===== config.mk =====
export PLATFORM = sky130hd
export DESIGN_NAME = divider
export DESIGN_NICKNAME = d
export VERILOG_FILES = /design/src/rtl/div_pkg.sv /design/src/rtl/div_step.sv /design/src/rtl/divider.sv
export SDC_FILE = /design/constraint.sdc
export NUM_CORES = 1
export LEC_CHECK = 0
export CAP_MARGIN = 20
export CORE_ASPECT_RATIO = 2
export CORE_MARGIN = 4
export CORE_UTILIZATION = 53
export CTS_CLUSTER_DIAMETER = 100
export CTS_CLUSTER_SIZE = 40
export DETAILED_ROUTE_END_ITERATION = 8
export GPL_ROUTABILITY_DRIVEN = 0
export PLACE_DENSITY = 0.78
export SLEW_MARGIN = 25
export SYNTH_ARGS = -nofsm -noshare
export SYNTH_HDL_FRONTEND = slang
export SYNTH_HIERARCHICAL = 1
export SYNTH_SLANG_ARGS = --single-unit

===== constraint.sdc =====
create_clock -name clk -period 5.2 [get_ports clk]
set_input_delay 1.04 -clock clk [delete_from_list [all_inputs] [get_ports clk]]
set_output_delay 1.04 -clock clk [all_outputs]
set_load 0.005 [all_outputs]

===== src/rtl/div_pkg.sv =====
// Shared definitions for the iterative divider: op encodings, FSM states, width.
// Latency: n/a (declarations only).
// Backpressure: n/a.
package div_pkg;

    localparam int DIV_W = 32;

    // One-hot operation selects presented on div_op.
    localparam logic [3:0] DIV_OP_DIVW  = 4'b0001;
    localparam logic [3:0] DIV_OP_MODW  = 4'b0010;
    localparam logic [3:0] DIV_OP_DIVWU = 4'b0100;
    localparam logic [3:0] DIV_OP_MODWU = 4'b1000;

    typedef enum logic [1:0] {
        ST_IDLE = 2'd0,
        ST_CALC = 2'd1,
        ST_DONE = 2'd2
    } div_state_e;

    // Two's-complement negate when neg is set, pass through otherwise.
    function automatic logic [DIV_W-1:0] neg_if(input logic [DIV_W-1:0] v, input logic neg);
        return neg ? (~v + {{(DIV_W-1){1'b0}}, 1'b1}) : v;
    endfunction

endpackage


===== src/rtl/div_step.sv =====
// One radix-2 restoring division iteration (combinational).
// Latency: 0 cycles.
// Backpressure: none; pure function of its inputs.
// Ports: rem_in/dvd_bit form the shifted partial remainder, divisor is |divisor|;
//        rem_out is the next partial remainder, q_bit the produced quotient bit.
module div_step
    import div_pkg::*;
(
    input  logic [DIV_W-1:0] rem_in,
    input  logic             dvd_bit,
    input  logic [DIV_W-1:0] divisor,
    output logic [DIV_W-1:0] rem_out,
    output logic             q_bit
);

    logic [DIV_W:0] shifted;
    logic [DIV_W:0] diff;

    // The shifted remainder can reach 33 bits, so the trial subtract is 33 wide.
    assign shifted = {rem_in, dvd_bit};
    assign diff    = shifted - {1'b0, divisor};
    assign q_bit   = ~diff[DIV_W];
    // Either branch fits in 32 bits: a kept difference is below the divisor,
    // and a restored value was already below the divisor.
    assign rem_out = q_bit ? diff[DIV_W-1:0] : shifted[DIV_W-1:0];

endmodule


===== src/rtl/divider.sv =====
// Iterative 32-bit divider for div.w/mod.w/div.wu/mod.wu (radix-2 restoring).
// Latency: accept in T, res_valid first high in T+33; one operation in flight.
// Backpressure: div_ready only in IDLE; result held in DONE until res_ready; div_cancel aborts.
// Ports: clk/resetn; div_valid/div_ready/div_src1/div_src2/div_op request side;
//        div_cancel flush; res_valid/res_ready/div_res result side.
module divider
    import div_pkg::*;
(
    input  logic             clk,
    input  logic             resetn,
    input  logic             div_valid,
    output logic             div_ready,
    input  logic [DIV_W-1:0] div_src1,
    input  logic [DIV_W-1:0] div_src2,
    input  logic [3:0]       div_op,
    input  logic             div_cancel,
    output logic             res_valid,
    input  logic             res_ready,
    output logic [DIV_W-1:0] div_res
);

    div_state_e       state;
    logic [4:0]       cnt;
    logic [DIV_W-1:0] rem_q;     // partial remainder
    logic [DIV_W-1:0] quo_q;     // dividend shifting out, quotient shifting in
    logic [DIV_W-1:0] dsr_q;     // |divisor|
    logic             q_sign;
    logic             r_sign;
    logic             mod_q;     // result selects remainder rather than quotient
    logic [DIV_W-1:0] res_q;

    logic             op_signed;
    logic             op_mod;
    logic [DIV_W-1:0] abs1;
    logic [DIV_W-1:0] abs2;
    logic [DIV_W-1:0] step_rem;
    logic             step_q;
    logic [DIV_W-1:0] fin_quo;
    logic [DIV_W-1:0] fin_rem;

    assign op_signed = |(div_op & (DIV_OP_DIVW | DIV_OP_MODW));
    assign op_mod    = |(div_op & (DIV_OP_MODW | DIV_OP_MODWU));
    assign abs1      = neg_if(div_src1, op_signed & div_src1[DIV_W-1]);
    assign abs2      = neg_if(div_src2, op_signed & div_src2[DIV_W-1]);

    div_step u_step (
        .rem_in  (rem_q),
        .dvd_bit (quo_q[DIV_W-1]),
        .divisor (dsr_q),
        .rem_out (step_rem),
        .q_bit   (step_q)
    );

    // Values after the final (32nd) step, with sign correction applied.
    assign fin_quo = neg_if({quo_q[DIV_W-2:0], step_q}, q_sign);
    assign fin_rem = neg_if(step_rem, r_sign);

    always_ff @(posedge clk or negedge resetn) begin
        if (!resetn) begin
            state  <= ST_IDLE;
            cnt    <= '0;
            rem_q  <= '0;
            quo_q  <= '0;
            dsr_q  <= '0;
            q_sign <= 1'b0;
            r_sign <= 1'b0;
            mod_q  <= 1'b0;
            res_q  <= '0;
        end else if (div_cancel) begin
            state <= ST_IDLE;
        end else begin
            case (state)
                ST_IDLE: begin
                    if (div_valid) begin
                        state  <= ST_CALC;
                        cnt    <= '0;
                        rem_q  <= '0;
                        quo_q  <= abs1;
                        dsr_q  <= abs2;
                        // A zero divisor yields an all-ones quotient magnitude that
                        // must not be negated. The remainder magnitude is |src1|,
                        // and negating it by src1's sign rebuilds src1 exactly,
                        // so the remainder needs no bypass.
                        q_sign <= op_signed & (div_src1[DIV_W-1] ^ div_src2[DIV_W-1])
                                  & (div_src2 != '0);
                        r_sign <= op_signed & div_src1[DIV_W-1];
                        mod_q  <= op_mod;
                    end
                end
                ST_CALC: begin
                    rem_q <= step_rem;
                    quo_q <= {quo_q[DIV_W-2:0], step_q};
                    cnt   <= cnt + 5'd1;
                    if (cnt == 5'd31) begin
                        state <= ST_DONE;
                        res_q <= mod_q ? fin_rem : fin_quo;
                    end
                end
                ST_DONE: begin
                    if (res_ready) begin
                        state <= ST_IDLE;
                    end
                end
                default: state <= ST_IDLE;
            endcase
        end
    end

    assign div_ready = (state == ST_IDLE);
    assign res_valid = (state == ST_DONE);
    assign div_res   = res_q;

endmodule


==> After elaboration in Yosys (flattened, before gate mapping) <==
Cells that the tools add are included.
{ "op_classes": {"addsub": 6, "bitwise": 11, "n_mux": 17, "n_eq_ne": 7, "n_reduce_logical": 9} }
{ "ops": {"columns": ["cell", "n"], "rows": [
  ["32-bit two-way mux", 8],
  ["32-bit by 1-bit adder with 32-bit output, second input constant", 4],
  ["32-bit inverter", 4],
  ["32-bit one-hot mux with 2 select lines", 2],
  ["33-bit by 32-bit subtractor with 33-bit output", 1],
  ["32-bit nonzero test", 1],
  ["3-bit AND reduction", 4],
  ["5-bit one-hot mux with 2 select lines", 1],
  ["2-bit two-way mux", 4],
  ["3-bit by 2-bit != test with 1-bit output, second input constant", 2],
  ["2-bit one-hot mux with 3 select lines", 1],
  ["5-bit by 1-bit adder with 5-bit output, second input constant", 1],
  ["5-bit == test, second input constant", 1],
  ["5-bit two-way mux", 1],
  ["1-bit bitwise AND", 4],
  ["2-bit OR reduction", 2],
  ["3-bit != test, second input constant", 1],
  ["2-bit by 1-bit == test with 1-bit output, second input constant", 1],
  ["2-bit == test, second input constant", 1],
  ["2-bit zero test", 1],
  ["2-bit != test, second input constant", 1],
  ["1-bit inverter", 2],
  ["2-bit nonzero test", 1],
  ["1-bit bitwise XOR", 1]
]} }
{ "word_totals": {"out_inout_bits": 34, "input_bits": 73, "regBits": 138} }

==> Longest topological paths before layout <==
Gate-level depths: netlist of the first run.
{ "depth": {"depth_word": 6, "depth_mapped": 22} }

==> Modules after synthesis <==
Netlist of the first run, hierarchy kept.
{ "modules_own_cells": {"columns": ["module", "seq_area_each_um2", "instances", "area_per_inst_um2", "cells_each"], "rows": [
  ["divider", 3453.3, 1, 8730.9, 1038],
  ["div_step", 0.0, 1, 2255.9, 311]
]} }

==> Worst setup path before layout of the first run <==
OpenSTA, ideal clock, no wires.
{ "synth_path": {"path_type": "register -> register", "start": "register quo_q[31]", "end": "register res_q[20], in the netlist div_res[20]", "stages_incl_launch_ff": 22, "t_arrival_ns": 4.760, "setup_ns": 0.087, "path_slack_ns": 0.354, "path_cell_list": "dfrtp_1 inv_1 ha_1 fa_1 and2b_1 o2111ai_1 a21oi_2 o2111ai_1 a211oi_2 nor2_2 mux2i_1 and2_4 inv_2 buf_6 mux2_4 or4_1 clkbuf_1 or3_1 clkbuf_1 o41ai_1 mux2_2 o211ai_1"} }
{ "synth_between": {"elab_chain_cells": 6} }
{ "synth_rtl": {"columns": ["item", "line", "source"], "rows": [
  ["from (decl)", "divider.sv:25", "logic [DIV_W-1:0] quo_q;"],
  ["from (signal assigned)", "divider.sv:78", "quo_q <= abs1;"],
  ["from (signal assigned)", "divider.sv:92", "quo_q <= {quo_q[DIV_W-2:0], step_q};"],
  ["33-bit by 32-bit subtractor with 33-bit output", "div_step.sv:21", "assign diff = shifted - {1'b0, divisor};"],
  ["32-bit two-way mux", "div_step.sv:25", "assign rem_out = q_bit ? diff[DIV_W-1:0] : shifted[DIV_W-1:0];"],
  ["net step_rem[9]", "divider.sv:36", "logic [DIV_W-1:0] step_rem;"],
  ["32-bit inverter", "div_pkg.sv:22", "return neg ? (~v + {{(DIV_W-1){1'b0}}, 1'b1}) : v;"],
  ["32-bit by 1-bit adder with 32-bit output", "div_pkg.sv:22", null],
  ["32-bit two-way mux", "div_pkg.sv:22", null],
  ["32-bit two-way mux", "divider.sv:96", "res_q <= mod_q ? fin_rem : fin_quo;"],
  ["to (signal assigned)", "divider.sv:96", null],
  ["to (decl)", "divider.sv:30", "logic [DIV_W-1:0] res_q;"]
]} }
The timed path passes the listed nets, and every way through them passes these cells.
A chain may end at the register's enable or synchronous reset.

==> Final worst setup path of the first run <==
{ "layout_path": {"start": "register dsr_q[0]", "end": "register res_q[29], in the netlist div_res[29]"} }
{ "layout_between": {"elab_chain_cells": 6} }
{ "layout_rtl": {"columns": ["item", "line", "source"], "rows": [
  ["from (decl)", "divider.sv:26", "logic [DIV_W-1:0] dsr_q;"],
  ["from (signal assigned)", "divider.sv:79", "dsr_q <= abs2;"],
  ["33-bit by 32-bit subtractor with 33-bit output", "div_step.sv:21", null],
  ["1-bit inverter", "div_step.sv:22", "assign q_bit = ~diff[DIV_W];"],
  ["net step_q", "divider.sv:37", "logic step_q;"],
  ["32-bit inverter", "div_pkg.sv:22", null],
  ["32-bit by 1-bit adder with 32-bit output", "div_pkg.sv:22", null],
  ["32-bit two-way mux", "div_pkg.sv:22", null],
  ["32-bit two-way mux", "divider.sv:96", null]
]} }
The timed path passes the listed nets, and every way through them passes these cells.

==> flow_summary.toml, run 1 <==
[drt]
vias = 10600
drtIter0Drc = 563
drcViolationCount = 0
first_pass_iters = 5
ant_nets = 0
wirelength_um = 33400
wl_per_cell_um = 19.1
routed_via_density = 6.08

[sta]
finalSetupTns_ps = 0
maxSlewHeadroom_pct = 30.4
setup_slack_ps = 159
hold_viol = 0
setup_violations = 0
hold_ws_ps = 477
rsz0062_at_grt = "false"
min_period_ps = 5040
finalCritPeriodShare_pct = 96.9
worst_slew_pin_slew_ps = 1040
fmax_mhz = 198
fin_skew_ps = 6.56
slew_violations = 0

[floorplan]
initial_core_util_pct = 53.7
die-area_mm2 = 0.0232
num_rows = 74
pin_count = 107
core_area_mm2 = 0.0205
fp.dieW_um = 110
fp.dieH_um = 212

[logic_synthesis]
synth_top_area_cell = "dfrtp_1"
ys_ff_latch = 138
yosys-top-cells-area = "dfrtp_1 (31%), nand2_1 (6.5%), o21ai_0 (5.1%)"
syn_area_per_cell_um2 = 8.14
yosysSeqAreaShare_pct = 31.4
synth_simple_gate_area_share_pct = 21.4
synth_top_family_by_area = "compound AO/OA/AOI/OAI gates"
synthFlopType = "dfrtp_1"
synth.area.mux_share_pct = 6.29
synth.top_cell.area_share_pct = 31.4
synthXorXnorAreaFrac_pct = 9.65
syn_inst = 1349
async_flop_share_pct = 100
synth_fp_nets = 1461
syn-cell-area_mm2 = 0.0110
synth_fa_ha_area_share_pct = 4.51
yosys_warnings = 6
synth_common_cells = "nand2_1 (191), dfrtp_1 (138), o21ai_0 (111)"
yosysUniqueCellTypes = 80
synth_edf_count = 0
synth-compound-area-share_pct = 21.7
synth_most_common_cell = "nand2_1"

[global_routing]
grt_first_pass_wirelength_um = 53200
grt_max_degree = 103
grt.overflow.total = 0
grt_pass1_vias = 10600
antenna_found_initial = 0
gr-usage-all-layers_pct = 29.4

[power]
power.leakage_nw = 5.84
p_total_mw = 9.98
vdd_ir_drop_max_mv = 0.460
power_density_mw_per_mm2 = 744

[clock_tree]
clock_path_buffers = 2
clk_pin_slew_ps = 60
cts-buffers-inserted = 17
tritoncts = "yes"
clock_sinks = 138
insertion_delay_ps = 430
h-tree-depth = 4
cts_root_buffer = "clkbuf_16"

[place]
place_area_mm2 = 0.0127
dp_slack_ps = -116
port_buffers = 105
placed_cells = 1718
hpwl_um = 25400

[critical_path]
critPathMaxFanout = 14
critPathSlowestCell = "or4_1"
crit_arrival_ps = 5320
required_ps = 5480
critical_path.endpoint_type = "flop"
slowest_delay_ps = 580
cpMostUsedCell = "mux2i_1"
path_class = "flop to flop"
crit_chain = "ha_1 -> fa_1 -> and2b_1 -> o2111ai_1 -> a21oi_2 -> o2111ai_2 -> a211oi_2 -> nor2_2 -> mux2i_1 -> and2_4 -> inv_6 -> mux2_4 -> or4_1 -> or3_4 -> o41ai_2 -> buf_4 -> mux2i_1 -> o211ai_1"
worstSetupStartpointType = "flop"

[job]
drv_cap = 0

[final_layout]
diodes = 0
drive_above_1_share_pct = 11.7
finish.utilization_pct = 65.5
nets = 1584
instances_no_fill = 1749
fin_area_mm2 = 0.0134
area_growth_pct = 22.0

[worst_hold_path]
min_path_type = "flop to flop"

[run_status]
status = "complete, no violations"
-- metal layers --
layer / vias up / global-route usage, % / wire length, um
met5: - / 0 / 0
met4: 0 / 20.3 / 2560
met3: 104 / 3.97 / 1350
met2: 309 / 53.5 / 18000
met1: 5105 / 29.9 / 11500
li1: 5113 / - / -
-- worst max-delay path, delay by kind of cell (launching register included) --
| kind | cells | cell delay (ps) |
|---|---|---|
| mux | 3 | 680 |
| flops | 1 | 440 |
| compound gates | 6 | 1360 |
| buf+inv | 2 | 250 |
| simple gates | 5 | 1520 |
| fa+ha+maj | 2 | 620 |
-- area by class of cell --
class	instances	area (um^2)
Clock buffer	17	425
Timing Repair Buffer	189	1690
Inverter	56	215
Multi-Input combinational cell	1070	7090
Tap cell	266	333
Clock inverter	13	203
Fill cell	1720	7050
Sequential cell	138	3450
-- placed cells by master, fill, tap and decap left out, types with 17 or more instances in the layout --
cell type / n
nand2_1: 191
dfrtp_1: 138
o21ai_0: 111
clkdlybuf4s50_1: 104
buf_4: 83
nor2_1: 71
xor2_1: 62
xnor2_1: 59
a21oi_1: 57
inv_1: 54
o31ai_1: 39
ha_1: 38
nor3_1: 37
mux2i_1: 36
nand3_1: 28
nand4_1: 23
a21o_1: 20
mux2_4: 19
or3_1: 17
clkbuf_16: 17
-- logic make-up after synthesis --
group | count (synthesis)
muxes | 59
adders and majority gates | 39
xor gates and xnor gates | 121
AOI/OAI and AO/OA | 370
buffers and inverters | 141
DFF | 138
and+or+nand+nor | 481
-- power breakdown --
part	leakage, nW	internal (mW)	switching [mW]
combinational	3.73	3.32	3.81
clock	0.304	0.841	0.472
sequential	1.81	1.28	0.256
total	5.84	5.43	4.54
-- final timing paths --
path,cells after the start,from,slack (ps),to
worst max-delay path,18,dsr_q[0],160,div_res[29]
worst min-delay path,2,cnt[4],480,cnt[4]
worst max register to register,18,dsr_q[0],160,div_res[29]
worst min register to register,2,cnt[4],480,cnt[4]
max in group asynchronous,2,resetn,3390,mod_q
min in group asynchronous,1,resetn,670,rem_q[8]
-- state kept, by name, summed over array words and instances, names as in the netlist --
name,count
cnt,5
div_res,32
dsr_q,32
mod_q,1
q_sign,1
quo_q,32
r_sign,1
rem_q,32
state,2
-- repair_timing --
action	CTS	global route
resized for setup	4	10
pin swaps	0	1
hold buffers	0	0
setup buffers	0	1
endpoints found under the setup margin	8	9
endpoints found under the hold margin	0	0
(Power assumes the default switching activity.)
==> run 2: changes to the inputs <==
--- a/config.mk
+++ b/config.mk
@@ -7,9 +7,9 @@
 export LEC_CHECK = 0
 export CAP_MARGIN = 20
 export CORE_ASPECT_RATIO = 2
-export CORE_MARGIN = 4
+export CORE_MARGIN = 2
 export CORE_UTILIZATION = 53
-export CTS_CLUSTER_DIAMETER = 100
+export CTS_CLUSTER_DIAMETER = 150
 export CTS_CLUSTER_SIZE = 40
 export DETAILED_ROUTE_END_ITERATION = 8
 export GPL_ROUTABILITY_DRIVEN = 0
==> flow_summary.toml, run 2 (synthesis gave the netlist of run 1 again) <==
[sta]
worst_slew_pin_slew_ps = 1030
maxSlewHeadroom_pct = 31.4
finalCritPeriodShare_pct = 98.2
slew_violations = 0
setup_violations = 0
finalSetupTns_ps = 0
fmax_mhz = 196
fin_skew_ps = 8.97
rsz0062_at_grt = "true"
min_period_ps = 5110
hold_ws_ps = 481
hold_viol = 0

[place]
placed_cells = 1720
hpwl_um = 25400
port_buffers = 105

[global_routing]
grt.overflow.total = 0
antenna_found_initial = 0
grt_max_degree = 102
grt_pass1_vias = 10900
grt_first_pass_wirelength_um = 54000
gr-usage-all-layers_pct = 31.0

[final_layout]
multi_input_area_mm2 = 0.00711
register_area_mm2 = 0.00345
layout.cells.most_common = "nand2_1"
drive_above_1_share_pct = 11.8
diodes = 0
area_growth_pct = 21.7
nFillCells = 1736
nets = 1585
instances_no_fill = 1752
final_cell_mix = "nand2_1 (191), dfrtp_1 (138), o21ai_0 (111), clkdlybuf4s50_1 (104), buf_4 (85)"

[worst_hold_path]
min_path_type = "flop to flop"

[drt]
wirelength_um = 33700
drcViolationCount = 0
wl_per_cell_um = 19.3
drtIter0Drc = 623
routed_via_density = 6.16
ant_nets = 0
first_pass_iters = 5
vias = 10800

[critical_path]
slowest_delay_ps = 460
path_class = "flop to flop"
worstSetupStartpointType = "flop"
critical_path.endpoint_type = "flop"
required_ps = 5540
crit_arrival_ps = 5440
crit_chain = "ha_1 -> fa_1 -> and2b_1 -> o2111ai_1 -> a21oi_2 -> o2111ai_2 -> a211oi_2 -> nor2_2 -> mux2i_1 -> and2_4 -> buf_4 -> o21ai_1 -> inv_1 -> ha_1 -> or3b_2 -> or3_4 -> o31ai_1 -> buf_4 -> xnor2_1 -> o221a_2"
critPathTopFamily = "compound AO/OA/AOI/OAI gates"
critPathBufInv = 3
critPathMaxFanout = 11
critPathSlowestCell = "dfrtp_1"

[power]
power.leakage_nw = 5.82
power_density_mw_per_mm2 = 751
vdd_ir_drop_max_mv = 0.530
p_total_mw = 10.0

[clock_tree]
cts_root_buffer = "clkbuf_16"
insertion_delay_ps = 450
clock_path_buffers = 2
clock_sinks = 138
tritoncts = "yes"
postCtsHoldBufs = 0
h-tree-depth = 4
cts_setup_buffers = 0
cts-buffers-inserted = 17
clk_pin_slew_ps = 60

[floorplan]
pin_count = 107
core_area_mm2 = 0.0204
fp.dieW_um = 106
die-area_mm2 = 0.0220
fp.dieH_um = 208
initial_core_util_pct = 53.9
num_rows = 74

[run_status]
status = "complete, no violations"

[job]
drv_cap = 0
==> run 2: cell count changes in the layout (fill, tap and decap cells not counted), sizes merged <==
cell    previous run  this run
clkinv             7         9
bufinv             5         2
clkbuf            18        21
buf               84        85
==> run 2: cell type report <==
type	instances	share of cell area, %
well taps	266	2.49
repair buffers	190	12.7
flip-flops and latches	138	25.8
clock inverters	12	0.945
multi-input cells	1070	53.2
inverters	56	1.61
clock buffers	20	3.27
==> run 2: routing by layer <==
metal	global-route usage [%]	share of wire (%)
met2	56.7	53
met5	0	0
met1	30.5	35
met4	24.0	8.3
met3	4.62	3.7
==> run 2: worst paths after layout <==
path                                  from     endpoint  slack, ps  depth (start not counted)
worst max-delay path              dsr_q[0]  div_res[28]         90                         20
max in group asynchronous           resetn     dsr_q[7]       3440                          2
worst min register to register  div_res[4]   div_res[4]        480                          2
min in group asynchronous           resetn     quo_q[6]        680                          1
worst min-delay path            div_res[4]   div_res[4]        480                          2
worst max register to register    dsr_q[0]  div_res[28]         90                         20
==> run 2: power by group <==
group / leakage [nW] / switching, mW / internal, mW
registers: 1.81 / 0.252 / 1.28
clock network: 0.274 / 0.489 / 0.701
logic: 3.74 / 3.96 / 3.36
==> run 2: repair_timing <==
item                                    in CTS  in global routing
gates cloned                                 0                  0
endpoints found under the hold margin        0                  0
pin swaps                                    0                  4
gates resized for setup                      5                 10
endpoints found under the setup margin       8                 11
==> run 2: through the flow <==
stage	worst slack [ps]	area, um^2	util [%]
after CTS	40.1	13300	65.3
after detailed placement	-227	12700	62.4
final	91.8	13400	65.6
after global placement	-145	12700	62.4
after floorplan	354	11000	-
after global routing	-4.35	13400	65.6
==> run 2: worst reg2reg max path: stages, from the launching register on <==
cell,delay [ps]
dfrtp_1,460
ha_1,240
fa_1,400
and2b_1,230
o2111ai_1,150
a21oi_2,220
o2111ai_2,200
a211oi_2,250
nor2_2,80
mux2i_1,210
and2_4,210
buf_4,210
o21ai_1,100
inv_1,90
ha_1,160
or3b_2,460
or3_4,460
o31ai_1,370
buf_4,190
xnor2_1,70
o221a_2,260
